### config.mk
export PLATFORM = sky130hd
export DESIGN_NAME = memoria_dados_flat
export DESIGN_NICKNAME = d
export VERILOG_FILES = /design/src/rtl/memoria_dados_if.sv /design/src/rtl/memoria_dados.sv /design/src/flat_wrapper.sv
export SDC_FILE = /design/constraint.sdc
export NUM_CORES = 1
export LEC_CHECK = 0
export BUFFER_PORTS_ARGS = -buffer_cell sky130_fd_sc_hd__buf_2
export CORE_UTILIZATION = 50
export CTS_CLUSTER_DIAMETER = 30
export CTS_CLUSTER_SIZE = 16
export DETAILED_ROUTE_END_ITERATION = 7
export GPL_TIMING_DRIVEN = 0
export PLACE_DENSITY = 0.67
export SYNTH_ARGS = -nofsm -noshare
export SYNTH_HDL_FRONTEND = slang
export SYNTH_SLANG_ARGS = --single-unit
### constraint.sdc
create_clock -name clock -period 6 [get_ports clock]
set_input_delay 1.2 -clock clock [delete_from_list [all_inputs] [get_ports clock]]
set_output_delay 1.2 -clock clock [all_outputs]
set_load 0.03 [all_outputs]
### src/rtl/memoria_dados_if.sv
// Request/response bundle between the control unit and the data RAM.
// The control unit drives requests (master); the RAM answers (slave).
interface memoria_dados_if #(
  parameter int DATA_W = 8,
  parameter int ADDR_W = 4
);
  logic              enable;
  logic              rd;
  logic              we;
  logic [ADDR_W-1:0] endMem;
  logic [DATA_W-1:0] dataInMem;
  logic [DATA_W-1:0] dataOutMem;
  logic              dataValid;
  logic              busy;
  logic              err;

  modport master (
    output enable, rd, we, endMem, dataInMem,
    input  dataOutMem, dataValid, busy, err
  );

  modport slave (
    input  enable, rd, we, endMem, dataInMem,
    output dataOutMem, dataValid, busy, err
  );
endinterface

### src/rtl/memoria_dados.sv
// Data RAM responder: single-cycle write, registered read with 1-cycle latency.
// No backpressure; requests are dropped while busy clears the array after reset.
module memoria_dados #(
  parameter int DATA_W = 8,
  parameter int ADDR_W = 4
) (
  input  logic           clock,
  input  logic           reset_n,
  memoria_dados_if.slave bus
);
  localparam int DEPTH = 2 ** ADDR_W;

  typedef enum logic {ST_CLEAR, ST_IDLE} state_t;

  state_t            r_state;
  state_t            w_state_nxt;
  logic [ADDR_W-1:0] r_clr_addr;
  logic [DATA_W-1:0] r_mem [DEPTH];
  logic [DATA_W-1:0] r_dout;
  logic              r_valid;
  logic              r_err;
  logic              w_clr_en;
  logic              w_wr_en;
  logic              w_rd_en;
  logic              w_illegal;

  always_ff @(posedge clock or negedge reset_n) begin
    if (!reset_n) r_state <= ST_CLEAR;
    else          r_state <= w_state_nxt;
  end

  always_comb begin
    w_state_nxt = r_state;
    w_clr_en    = 1'b0;
    w_wr_en     = 1'b0;
    w_rd_en     = 1'b0;
    w_illegal   = 1'b0;
    case (r_state)
      ST_CLEAR: begin
        w_clr_en = 1'b1;
        if (r_clr_addr == ADDR_W'(DEPTH - 1)) w_state_nxt = ST_IDLE;
      end
      ST_IDLE: begin
        if (bus.enable) begin
          w_wr_en   = bus.we && !bus.rd;
          w_rd_en   = bus.rd && !bus.we;
          w_illegal = bus.rd && bus.we;
        end
      end
      default: w_state_nxt = ST_CLEAR;
    endcase
  end

  always_ff @(posedge clock or negedge reset_n) begin
    if (!reset_n)      r_clr_addr <= '0;
    else if (w_clr_en) r_clr_addr <= r_clr_addr + ADDR_W'(1);
  end

  // Array itself is not reset; the clear sweep zeroes it after every reset.
  always_ff @(posedge clock) begin
    if (w_clr_en)     r_mem[r_clr_addr] <= '0;
    else if (w_wr_en) r_mem[bus.endMem] <= bus.dataInMem;
  end

  always_ff @(posedge clock or negedge reset_n) begin
    if (!reset_n) begin
      r_dout  <= '0;
      r_valid <= 1'b0;
      r_err   <= 1'b0;
    end else begin
      r_valid <= w_rd_en;
      if (w_rd_en)   r_dout <= r_mem[bus.endMem];
      if (w_illegal) r_err  <= 1'b1;
    end
  end

  assign bus.dataOutMem = r_dout;
  assign bus.dataValid  = r_valid;
  assign bus.err        = r_err;
  assign bus.busy       = (r_state == ST_CLEAR);
endmodule

### src/flat_wrapper.sv
// flat-port wrapper written by rule: the top's interface ports become plain ports
module memoria_dados_flat 
#(
  parameter int DATA_W = 8,
  parameter int ADDR_W = 4
)
  (clock, reset_n, bus_enable, bus_rd, bus_we, bus_endMem, bus_dataInMem, bus_dataOutMem, bus_dataValid, bus_busy, bus_err);
  memoria_dados_if #(.DATA_W(DATA_W), .ADDR_W(ADDR_W)) bus_i ();
  input  logic clock;
  input  logic reset_n;
  input wire logic [$bits(bus_i.enable)-1:0] bus_enable;
  input wire logic [$bits(bus_i.rd)-1:0] bus_rd;
  input wire logic [$bits(bus_i.we)-1:0] bus_we;
  input wire logic [$bits(bus_i.endMem)-1:0] bus_endMem;
  input wire logic [$bits(bus_i.dataInMem)-1:0] bus_dataInMem;
  output wire logic [$bits(bus_i.dataOutMem)-1:0] bus_dataOutMem;
  output wire logic [$bits(bus_i.dataValid)-1:0] bus_dataValid;
  output wire logic [$bits(bus_i.busy)-1:0] bus_busy;
  output wire logic [$bits(bus_i.err)-1:0] bus_err;
  assign bus_i.enable = bus_enable;
  assign bus_i.rd = bus_rd;
  assign bus_i.we = bus_we;
  assign bus_i.endMem = bus_endMem;
  assign bus_i.dataInMem = bus_dataInMem;
  assign bus_dataOutMem = bus_i.dataOutMem;
  assign bus_dataValid = bus_i.dataValid;
  assign bus_busy = bus_i.busy;
  assign bus_err = bus_i.err;
  memoria_dados #(.DATA_W(DATA_W), .ADDR_W(ADDR_W)) u_core (.clock(clock), .reset_n(reset_n), .bus(bus_i));
endmodule
# Word-level counts from Yosys, hierarchy flattened
# Memories as Yosys holds them, arrays and structs flattened. A register that Yosys moved wholly into a read port is not among the register bits.
# Cells that the tools add are included.
[totals]
regBits = 7
mem_count = 1
ram_bits = 128
[classes]
bitwise = 1
reduce_logical = 7
add_sub_neg = 1
n_eq_ne = 1
muxes = 15
[memory_table]
columns = ["name", "depth", "width", "rd", "rd_ports_with_merged_regs", "wr", "line", "source"]
rows = [
  ["u_core.r_mem", 16, 8, 1, 1, 1, "memoria_dados.sv:18", "logic [DATA_W-1:0] r_mem [DEPTH];"],
]
[op_table]
columns = ["cell", "n"]
rows = [
  ["$mux 1", 13],
  ["$mux 8", 1],
  ["$reduce_or 8->1", 1],
  ["$add 4x1->4 const B", 1],
  ["$eq 4x4->1 const B", 1],
  ["$mux 4", 1],
  ["$logic_and 1x1->1", 3],
  ["$logic_not 1->1", 3],
  ["$not 1->1", 1],
]

# Longest topological paths before layout
[logic_depth]
depth_word = 9
mapped_depth = 8
depth_no_buf = 4

# Worst setup path after synthesis
# Ideal clock, no wire load.
[synth_timing]
path_kind = "input port to flip-flop"
start = "input port bus_rd"
end = "memory u_core.r_mem[12][0] (enable)"
setup_ns = 0.370
t_arrival_ns = 2.422
path_slack_ns = 3.208
stages = 5
cell_sequence = "and4b_1 -> buf_2 -> o21ai_0 -> o2bb2a_1 -> nor2_1"
[synth_via]
elab_chain_len = 9
word_cells_on_any_way = 10
classes_between = "mux (7); reduce/logical (3)"
[synth_rtl]
columns = ["item", "line", "source"]
rows = [
  ["start, declared", "flat_wrapper.sv:12", "input wire logic [$bits(bus_i.rd)-1:0] bus_rd;"],
  ["$logic_not 1->1 (*)", "memoria_dados.sv:45", "w_wr_en = bus.we && !bus.rd;"],
  ["$logic_and 1x1->1 (*)", "memoria_dados.sv:45", ""],
  ["$mux 1 (*)", "memoria_dados.sv:44", "if (bus.enable) begin"],
  ["$mux 1 (*)", "memoria_dados.sv:38", "case (r_state)"],
  ["$mux 1 (*)", "memoria_dados.sv:62", "else if (w_wr_en) r_mem[bus.endMem] <= bus.dataInMem;"],
  ["$mux 1 (*)", "memoria_dados.sv:61", "if (w_clr_en) r_mem[r_clr_addr] <= '0;"],
  ["$mux 1 (implied by the code) (*)", "memoria_dados.sv:62", ""],
  ["$reduce_or 8->1 (no source line)", "-", ""],
  ["$mux 4 (no source line) or $mux 1 (tied branches)", "-", ""],
  ["end, declared", "memoria_dados.sv:18", ""],
]
# Every way passes the cells marked *; elsewhere a longest branch is shown, timed or not.

# Final worst setup path
[layout_timing]
start = "input port bus_rd"
end = "memory u_core.r_mem[10][5] (enable)"
# Same word-level chain as after synthesis.

==> results.rst <==
.. list-table::
   :header-rows: 1

   * - Metric
     - Value
   * - Final worst path period need
     - slightly above 3 ns
   * - Initial detailed-routing violation count
     - ~150
   * - Post-place setup slack
     - about 2.5 ns
   * - Final setup violation count
     - 0
   * - Total negative slack
     - 0 ns
   * - Non-filler instance count after layout
     - 520
   * - Standby leakage power
     - between 2 and 3 nW
   * - Global-route wire length before repair
     - 17.68 mm
   * - Normalized max-slew margin
     - about 43%
   * - RSZ-0062 raised after global routing
     - false
   * - IR Drop Worst-Case VDD
     - 0.2331 mV
   * - Die Height
     - ~110 um
   * - Die area
     - approximately 12000 um2
   * - Count of mapped cells out of synthesis
     - roughly 320
   * - Initial antenna violation count
     - 0
   * - Endpoint class of the critical path
     - register
   * - Data required, critical path
     - between 6 and 7 ns
   * - Layout cells sized above 1
     - 20.53%
   * - Drt total wl
     - 11.62 mm
   * - Final hold violation count
     - 0
   * - Per-cell via count in the routed design
     - between 5 and 6
   * - Root buffer cell
     - sky130_fd_sc_hd__clkbuf_16
   * - Area taken by flip-flops and latches
     - ~4200 um2
   * - DRT Pass-1 Iters
     - 4
   * - Sequential fraction of the synthesis area
     - about 73%
   * - Max-slew violation count
     - 0
   * - Synthesized area divided by synthesized cell count
     - 17.85 um2
   * - Global routing usage summed across all routing layers
     - between 20 and 25%
   * - Number of different library cells in the post-synthesis netlist
     - 38
   * - Type of the worst setup path
     - in2reg
   * - Post-detailed-placement cell area
     - between 6000 and 7000 um2
   * - Later-pin clock latency in the skew report
     - between 0.4 and 0.5 ns
   * - Largest net degree at the start of global routing
     - 17
   * - Hold-fix buffers at CTS
     - 0
   * - Net count of the mapped netlist
     - between 300 and 400
   * - Transition time at the pin with the least slew margin
     - about 0.85 ns
   * - Flop and latch count out of synthesis
     - ~140
   * - Clock tree buffer depth
     - 2
   * - Design Area, Final
     - around 6700 um2
   * - Number of remaining DRC errors
     - 0
   * - Number of flops mapped to enable cells by yosys
     - 128
   * - Status
     - finished clean
   * - Number of nets in the final layout
     - between 300 and 400
   * - P per Cell Area
     - about 340 nW/um2
   * - Via count of the first global-routing pass
     - just over 3000
   * - Buffers inserted during post-CTS setup optimization
     - 0
   * - Diode count
     - 0
   * - Total via count after detailed routing
     - about 3100
   * - Total design power
     - roughly 0.0023 W
   * - Startpoint Class
     - input port
   * - Clock buffer count from CTS
     - 17
   * - Arr. time, crit path
     - approximately 3.1 ns
   * - Multi-input gate area
     - roughly 1400 um2
   * - Final worst clock skew
     - 0.01071 ns
   * - H-tree depth
     - 4
   * - Count of synthesis-stage warnings from yosys
     - 0
   * - Std-Cell Core Area
     - 11030 um2
   * - Cells after DPL
     - roughly 490
   * - Number of buffers inserted by port buffering
     - 25
   * - Register clock-pin slew on the reported worst setup and hold paths
     - around 0.05 ns
   * - Main synth FF type
     - sky130_fd_sc_hd__edfxtp_1
   * - Number of instances resized during post-cts repair
     - 0
   * - GP Congestion
     - ~0.86
   * - Maximum Capacitance Violations
     - 0
   * - Starting density of the core
     - 52.28%
   * - Half-perimeter wire length of the detailed placement result
     - around 7.6 mm
   * - Async set-or-reset flop fraction in the synthesized netlist
     - approximately a tenth
   * - Drt wl/cell
     - between 20 and 25 um
   * - Class of the worst hold path
     - reg2reg
   * - Remaining global-route overflow
     - 0
   * - Fill cell instance count of the final layout
     - roughly 840
   * - P&R area growth vs syn
     - 15.60%
   * - Netlist area before placement
     - between 5000 and 6000 um2
   * - Highest clock frequency the design can meet
     - between 300 and 400 MHz
   * - Biggest fanout along the worst timing path
     - 10
   * - Part of the cycle the worst path needs
     - 50.38%
   * - Clock sink count
     - around 140
   * - Number of standard-cell rows in the floorplan
     - 38
   * - Chip Width
     - about 110 um
   * - Detail Route Antenna Nets
     - 0
   * - Num ports
     - 28
   * - TritonCTS clock tree
     - done
   * - Final worst setup slack
     - between 2 and 3 ns
## power by group
group / total, W / switching, W / internal, W
Sequential: 0.00109 / 0.00000616 / 0.00109
Clock: 0.00107 / 0.000387 / 0.000684
Combinational: 0.000109 / 0.0000715 / 0.0000375
Total: 0.00227 / 0.000465 / 0.00181
## cells in the mapped netlist, types with 3 or more instances
cell type	number	share of area, %
sky130_fd_sc_hd__a22oi_1	10	1.3
sky130_fd_sc_hd__a31oi_1	5	0.54
sky130_fd_sc_hd__and2_1	8	0.87
sky130_fd_sc_hd__buf_2	7	0.61
sky130_fd_sc_hd__clkbuf_1	4	0.26
sky130_fd_sc_hd__dfrtp_1	15	6.5
sky130_fd_sc_hd__edfxtp_1	128	67
sky130_fd_sc_hd__inv_1	7	0.46
sky130_fd_sc_hd__mux2_2	6	1.2
sky130_fd_sc_hd__mux2i_1	21	3.6
sky130_fd_sc_hd__mux4_1	11	5.0
sky130_fd_sc_hd__mux4_2	10	3.9
sky130_fd_sc_hd__nand2_1	8	0.52
sky130_fd_sc_hd__nand3_1	10	0.87
sky130_fd_sc_hd__nor2_1	26	1.7
sky130_fd_sc_hd__nor2b_1	5	0.54
sky130_fd_sc_hd__o21ai_0	10	0.87
sky130_fd_sc_hd__o311ai_0	3	0.46
sky130_fd_sc_hd__xnor2_1	3	0.46
## critical path, stage by stage
cell and delay, ns:
sky130_fd_sc_hd__buf_2 0.11, sky130_fd_sc_hd__and4b_1 0.27, sky130_fd_sc_hd__buf_2 0.21, sky130_fd_sc_hd__clkbuf_1 0.33, sky130_fd_sc_hd__a31oi_1 0.25, sky130_fd_sc_hd__nor2_1 0.69
## cell type report
class | count | area share, %
repair buffers | 25 | 1.877
clock buffers | 17 | 6.381
well taps | 140 | 2.628
inverters | 7 | 0.3941
flip-flops and latches | 143 | 63.29
multi-input cells | 157 | 21.32
plain buffers | 16 | 1.502
clock inverters | 15 | 2.609
## layer usage
layer | vias to the layer above | track usage, % | routed length [um]
met5 | - | 0 | 0
met2 | 98 | 34.86 | 5695
met3 | 20 | 5.276 | 724
li1 | 1383 | - | -
met4 | 0 | 9.810 | 210
met1 | 1552 | 29.05 | 4991
## registers in the layout, summed over array words and instances, names as in the netlist
register,count
u_core.bus.dataOutMem,8
u_core.bus.dataValid,1
u_core.bus.err,1
u_core.r_clr_addr,4
u_core.r_mem,128
u_core.r_state,1
## logic make-up after synthesis
logic type | after synthesis | share of synthesized area [%]
fa+ha+maj | 1 | 0.2169
compound gates | 38 | 4.535
simple gates | 67 | 5.706
flops | 143 | 73.16
mux | 48 | 13.73
buf+inv | 23 | 2.191
xor+xnor | 3 | 0.4557
## worst paths after layout
check	startpoint	end	slack [ns]	cells after the start
max	bus_rd	u_core.r_mem[10][5]	2.98	6
min	u_core.bus.err	u_core.bus.err	0.47	1
max reg2reg	u_core.r_state	u_core.r_mem[10][5]	3.57	5
min reg2reg	u_core.bus.err	u_core.bus.err	0.47	1
max in group asynchronous	reset_n	u_core.bus.dataOutMem[1]	5.08	1
min in group asynchronous	reset_n	u_core.bus.dataOutMem[7]	0.67	1
## metrics by stage
step | util (%) | hold WS, ns
6_report | 60.44 | 0.4730
3_3_place_gp | 55.00 | 0.4472
2_1_floorplan | - | 0.5185
4_1_cts | 60.44 | 0.4764
5_1_grt | 60.44 | 0.5162
3_5_place_dp | 55.00 | 0.4644
## cells in the final DEF (no fill, tap or decap), types with 3 or more instances in the layout
cell type,instances
sky130_fd_sc_hd__mux2i_1,21
sky130_fd_sc_hd__and2_1,8
sky130_fd_sc_hd__clkbuf_1,4
sky130_fd_sc_hd__mux2_2,6
sky130_fd_sc_hd__bufinv_16,4
sky130_fd_sc_hd__edfxtp_1,128
sky130_fd_sc_hd__o21ai_0,10
sky130_fd_sc_hd__mux4_1,11
sky130_fd_sc_hd__inv_1,7
sky130_fd_sc_hd__nand3_1,10
sky130_fd_sc_hd__a31oi_1,5
sky130_fd_sc_hd__clkinv_1,6
sky130_fd_sc_hd__clkinv_2,3
sky130_fd_sc_hd__nor2_1,26
sky130_fd_sc_hd__xnor2_1,3
sky130_fd_sc_hd__nand2_1,8
sky130_fd_sc_hd__nor2b_1,5
sky130_fd_sc_hd__buf_2,32
sky130_fd_sc_hd__dfrtp_1,15
sky130_fd_sc_hd__a22oi_1,10
sky130_fd_sc_hd__o311ai_0,3
sky130_fd_sc_hd__mux4_2,10
sky130_fd_sc_hd__clkbuf_16,17
Note: power is estimated with default switching activity, not from simulation.
